<file path="config.mk">
export PLATFORM = sky130hd
export DESIGN_NAME = fsmc_tx_fifo
export DESIGN_NICKNAME = d
export VERILOG_FILES = /design/src/rtl/fsmc_tx_fifo.sv
export SDC_FILE = /design/constraint.sdc
export NUM_CORES = 1
export LEC_CHECK = 0
export BUFFER_PORTS_ARGS = -buffer_cell sky130_fd_sc_hd__clkbuf_2
export CORE_ASPECT_RATIO = 1.2
export CORE_MARGIN = 4
export CORE_UTILIZATION = 40
export DETAILED_ROUTE_END_ITERATION = 6
export PLACE_DENSITY = 0.53
export SLEW_MARGIN = 20
export SYNTH_ARGS = -nofsm -noshare
export SYNTH_HDL_FRONTEND = slang
export SYNTH_SLANG_ARGS = --single-unit
</file>
<file path="constraint.sdc">
create_clock -name clk -period 6.3 [get_ports clk]
set_clock_uncertainty 0.05 [all_clocks]
set_input_delay 0.63 -clock clk [delete_from_list [all_inputs] [get_ports clk]]
set_output_delay 0.63 -clock clk [all_outputs]
set_load 0.03 [all_outputs]
</file>
<file path="src/rtl/fsmc_tx_fifo.sv">
// fsmc_tx_fifo: sink stage behind the FSMC bus interface.
//   - cs_data write cycles push bus words into a DEPTH-entry FIFO.
//   - cs_stat write cycles hit a control register (bit0 flush, bit1 clear overflow).
//   - Reads on either chip select are side-effect free and return the status word,
//     or zero while the data slot is selected.
//   - The FIFO drains over a first-word fall-through valid/ready stream.
// Optional feature: define FSMC_TX_FIFO_IRQ_EN to add the registered level
// interrupt port irq (almost_full | overflow).
//
// Stream handshake: m_valid is high whenever the FIFO holds at least one word,
// and m_data is then the head word. A word transfers on every rising clk edge
// where m_valid & m_ready. While m_valid is high and m_ready is low, m_data and
// m_valid hold. m_valid never depends combinationally on m_ready.
module fsmc_tx_fifo #(
  parameter int DATA_WIDTH   = 16,
  parameter int DEPTH        = 64,
  parameter int AF_THRESHOLD = 48
) (
  input  logic                  clk,
  input  logic                  reset,
  input  logic [DATA_WIDTH-1:0] bus_wdata,
  input  logic                  bus_state,
  input  logic                  cs_data,
  input  logic                  cs_stat,
  output logic [DATA_WIDTH-1:0] bus_rdata,
  output logic [DATA_WIDTH-1:0] m_data,
  output logic                  m_valid,
  input  logic                  m_ready
`ifdef FSMC_TX_FIFO_IRQ_EN
  ,
  output logic                  irq
`endif
);

  localparam int PW = $clog2(DEPTH);
  localparam int LW = PW + 1;

  localparam logic [LW-1:0] LEVEL_FULL = LW'(DEPTH);
  localparam logic [LW-1:0] LEVEL_AF   = LW'(AF_THRESHOLD);
  localparam logic [PW-1:0] PTR_ONE    = PW'(1);
  localparam logic [LW-1:0] LEVEL_ONE  = LW'(1);

  // Status word seen right after reset: only the empty flag is set.
  localparam logic [DATA_WIDTH-1:0] STAT_RESET = DATA_WIDTH'(16'h2000);

  // Storage; contents are deliberately not reset.
  logic [DATA_WIDTH-1:0] mem [DEPTH];

  logic [PW-1:0] wr_ptr, wr_ptr_nxt;
  logic [PW-1:0] rd_ptr, rd_ptr_nxt;
  logic [LW-1:0] level, level_nxt;
  logic          overflow, overflow_nxt;

  // Previous chip-select levels for falling-edge (end of access) detection.
  logic prev_cs_data;
  logic prev_cs_stat;

  logic wr_strobe;
  logic ctl_strobe;
  logic flush;
  logic ovf_clr;
  logic full;
  logic pop;
  logic push_req;
  logic push;
  logic drop;

  logic                  full_nxt;
  logic                  empty_nxt;
  logic                  af_nxt;
  logic [11:0]           level_field;
  logic [DATA_WIDTH-1:0] stat_nxt;
  logic [DATA_WIDTH-1:0] rdata_nxt;

  // Strobes fire on the cycle a chip select is released after a write access.
  always_comb begin
    wr_strobe  = prev_cs_data & ~cs_data & ~bus_state;
    ctl_strobe = prev_cs_stat & ~cs_stat & ~bus_state;
    flush      = ctl_strobe & bus_wdata[0];
    ovf_clr    = ctl_strobe & bus_wdata[1];
    full       = (level == LEVEL_FULL);
    pop        = m_valid & m_ready;
    // A flush swallows a coincident push without counting it as an overflow.
    push_req   = wr_strobe & ~flush;
    // When full, a pop in the same cycle frees the slot the push lands in.
    push       = push_req & (~full | pop);
    drop       = push_req & full & ~pop;
  end

  // Next pointer / level / overflow state; flush overrides push and pop.
  always_comb begin
    wr_ptr_nxt   = wr_ptr;
    rd_ptr_nxt   = rd_ptr;
    level_nxt    = level;
    overflow_nxt = overflow;

    if (flush) begin
      wr_ptr_nxt = '0;
      rd_ptr_nxt = '0;
      level_nxt  = '0;
    end else begin
      if (push) wr_ptr_nxt = wr_ptr + PTR_ONE;
      if (pop)  rd_ptr_nxt = rd_ptr + PTR_ONE;
      case ({push, pop})
        2'b10:   level_nxt = level + LEVEL_ONE;
        2'b01:   level_nxt = level - LEVEL_ONE;
        default: level_nxt = level;
      endcase
    end

    if (drop)    overflow_nxt = 1'b1;
    if (ovf_clr) overflow_nxt = 1'b0;
  end

  // Status word built from post-update state so reads see a change one cycle later.
  always_comb begin
    full_nxt    = (level_nxt == LEVEL_FULL);
    empty_nxt   = (level_nxt == '0);
    af_nxt      = (level_nxt >= LEVEL_AF);
    level_field = 12'(level_nxt);
    stat_nxt        = '0;
    stat_nxt[15:0]  = {overflow_nxt, full_nxt, empty_nxt, af_nxt, level_field};
    // The data slot reads as zero; everything else reads the status word.
    if (cs_data && !cs_stat) rdata_nxt = '0;
    else                     rdata_nxt = stat_nxt;
  end

  // Chip-select history; cleared by reset so an access cut by reset never strobes.
  always_ff @(posedge clk or posedge reset) begin
    if (reset) begin
      prev_cs_data <= 1'b0;
      prev_cs_stat <= 1'b0;
    end else begin
      prev_cs_data <= cs_data;
      prev_cs_stat <= cs_stat;
    end
  end

  // FIFO bookkeeping registers.
  always_ff @(posedge clk or posedge reset) begin
    if (reset) begin
      wr_ptr   <= '0;
      rd_ptr   <= '0;
      level    <= '0;
      overflow <= 1'b0;
    end else begin
      wr_ptr   <= wr_ptr_nxt;
      rd_ptr   <= rd_ptr_nxt;
      level    <= level_nxt;
      overflow <= overflow_nxt;
    end
  end

  // Stream valid tracks the registered occupancy.
  always_ff @(posedge clk or posedge reset) begin
    if (reset) m_valid <= 1'b0;
    else       m_valid <= (level_nxt != '0);
  end

  // Bus read data is re-registered every cycle.
  always_ff @(posedge clk or posedge reset) begin
    if (reset) bus_rdata <= STAT_RESET;
    else       bus_rdata <= rdata_nxt;
  end

  // Word storage write port.
  always_ff @(posedge clk) begin
    if (push) mem[wr_ptr] <= bus_wdata;
  end

  // First-word fall-through head of queue.
  always_comb begin
    m_data = mem[rd_ptr];
  end

`ifdef FSMC_TX_FIFO_IRQ_EN
  // Level interrupt from post-update almost-full and overflow.
  always_ff @(posedge clk or posedge reset) begin
    if (reset) irq <= 1'b0;
    else       irq <= af_nxt | overflow_nxt;
  end
`endif

endmodule

</file>
==> out/qor.yml <==
status: "completed"
period_minus_slack_ns: 4.80
r2r-start: "prev_cs_data$_DFF_PP0_"
coreArea_mm2: 0.102
die_area_mm2: 0.108
async_flop_share: 0.0321
endpoint: "m_data[12]"
synth_compound_area_frac: 0.0140
cap_violations: 0
synth-simple-area-share: 0.0230
setup-tns-final_ns: 0
multiInputGateArea_mm2: 0.00907
clock-root-buffer: "clkbuf_16"
synth_seq_area_share: 0.771
syn_avg_cell_area_um2: 22.5
grt_busiest_layer: "met2"
slew_headroom: 0.255
nets: 1979
wl_mm: 97.2
hpwl_mm: 55.2
synth_xor_area_frac: 0.00235
reg2reg_slack_ns: 2.45
synth_edf_count: 1024
start_kind: "flip-flop"
met1_usage: 0.241
grt_pass1_vias: 19962
synth.top_cells.by_count: "edfxtp_1 (1024), mux4_2 (292), nor2_1 (86)"
ys_warn_count: 0
peakVddDrop_v: 0.000350
min_path_cells: 1
first_iter_violations: 1635
clock.fmax_mhz: 208
antenna_found_initial: 1
tightest_slew_ns: 1.12
grt_max_degree: 72
path_class: "reg -> out"
synth.largest_area_cell: "edfxtp_1"
clkLatencyLatePin_ns: 0.69
rows: 128
synthCells: 1818
yosysUniqueCellTypes: 53
setup_viol: 0
io_pins: 55
ant_nets: 0
use_met3: 0.0273
synth_top_family_by_area: "multiplexers"
diodes: 0
ff2ff_path_depth: 5
io_buffers: 49
avgRoutedWirePerCell_um: 28.6
synth.mux.area_fraction: 0.176
cts_setup_buffers: 0
start_util: 0.404
overflow: 0
hp-class: "in -> reg"
yosysTopAreaCellShare: 0.750
die_y_um: 359
use_met2: 0.322
drive_above_1_share: 0.313
cp.arrival_ns: 4.12
cts_tree: "done"
synth_flop_cell: "edfxtp_1"
area_delta_synth_final_pct: 14.1
die_w_um: 300
drc: 0
cp-startpoint: "rd_ptr[0]$_DFFE_PP0P_"
synthTopCellsByArea: "edfxtp_1 (75%), mux4_2 (16%), dfrtp_1 (2.0%)"
r2r-end: "mem[15][5]$_DFFE_PP_"
p_per_area_mw_per_mm2: 411
seqCellArea_mm2: 0.0316
required_ns: 5.62
cts-buffers-inserted: 104
p_leak_uw: 0.0145
synth.most_common_cell: "edfxtp_1"
avgViaCountPerCell: 5.54
report.final.slew_viol_count: 0
synthAdderAreaFrac: 0.000916
clk_pin_slew_worst_paths_ns: 0.06
netlist_area_mm2: 0.0410
fillerInstances: 8526
cts_buffer_depth: 3
grt.total_usage: 0.183
finalHoldViolCount: 0
crit_path_end_kind: "primary output"
routabilityCongestion: 0.794
drt_pre_antenna_iters: 7
h-tree-depth: 3
vias: 18829
rsz0062_at_grt: "false"
cp_max_fo: 35
total_power_uw: 19200
period_share: 0.763
grt_first_pass_wirelength_mm: 142
synth-seq-cells: 1058
clock_sinks: 1058
## report_power, final
| group | switching, uW | internal, uW | total [uW] |
|---|---|---|---|
| combinational | 2600 | 2270 | 4870 |
| clock | 2610 | 3560 | 6170 |
| sequential | 365 | 7810 | 8180 |
| total | 5570 | 13600 | 19200 |
## final cells by class
class | count | area share
sequential | 1058 | 0.676
clock buffer | 116 | 0.0575
inverter | 9 | 0.000723
multi-input combinational | 649 | 0.194
timing repair buffer | 132 | 0.0202
clock inverter | 72 | 0.0146
tap | 1365 | 0.0365
## cell usage in the layout, fill, tap and decap left out, types with 6 or more instances in the layout
cell type  Yosys  routed
clkbuf_16      0     106
nand3_1       26      26
nor2_4         1      20
xor2_1         7       7
nor2b_1       10      10
buf_12         0       6
mux2i_1       58      58
inv_1          9       9
o21ai_1       16      16
clkbuf_2       0      49
mux4_2       292     292
clkinv_1       0      31
buf_4         11      76
nor2_1        86      43
a21oi_1       12      12
nor2_2         1      25
and2_1         8       8
dfrtp_1       33      28
bufinv_16      0      12
a22oi_1       32      32
nand2_1       26      26
clkinv_2       0      20
clkbuf_1      48      10
edfxtp_1    1024    1024
## flip-flops by register name (all words and copies together) (netlist names)
signal,cells
prev_cs_data,1
rd_ptr,6
bus_rdata,11
m_valid,1
wr_ptr,6
level,7
mem,1024
overflow,1
prev_cs_stat,1
## timing repair
| action | in CTS | in global routing |
|---|---|---|
| hold buffers | 1 | 0 |
| gates resized for setup | 0 | 0 |
| endpoints found under the hold margin | 33 | 0 |
## worst min path at each step
stage                                startpoint                endpoint  slack [ns]
final                                   cs_data  prev_cs_data$_DFF_PP0_        0.07
after global routing                    cs_data  prev_cs_data$_DFF_PP0_        0.04
after CTS                               cs_data  prev_cs_data$_DFF_PP0_        0.02
after detailed placement  rd_ptr[5]$_DFFE_PP0P_   rd_ptr[5]$_DFFE_PP0P_        0.49
after global placement    rd_ptr[5]$_DFFE_PP0P_   rd_ptr[5]$_DFFE_PP0P_        0.48
after floorplan              overflow$_DFF_PP0_      overflow$_DFF_PP0_        0.45
## worst max-delay path, stage by stage, from the launching register on
cell      delay, ns
dfrtp_4        0.91
buf_4          0.45
mux4_2         0.55
mux4_2         0.49
mux2i_1        0.57
o21ai_1        0.19
clkbuf_2       0.23
## routing by layer
metal | up-vias | routed length (um)
li1 | 7940 | -
met3 | 102 | 4960
met2 | 510 | 50800
met4 | 0 | 1810
met5 | - | 0
met1 | 10277 | 39600
## per-stage QoR
step	hold WS, ns	area [um2]	worst slack [ns]	std cells	utilization
detailed placement	0.488	43400	2.03	3212	0.427
global route	0.0375	46800	1.21	3401	0.460
CTS	0.0179	46700	1.39	3401	0.460
global placement	0.484	43300	2.08	3212	0.426
finish	0.0678	46800	1.50	3401	0.460
floorplan	0.446	41000	3.26	1822	-
## logic make-up after synthesis
kind of cell    Yosys count
fa+ha+maj                 3
other cells               1
simple gates            191
buf+inv                 115
xor+xnor                 11
compound gates           85
mux                     354
flops                  1058
Power figures use the tool's default switching activity.
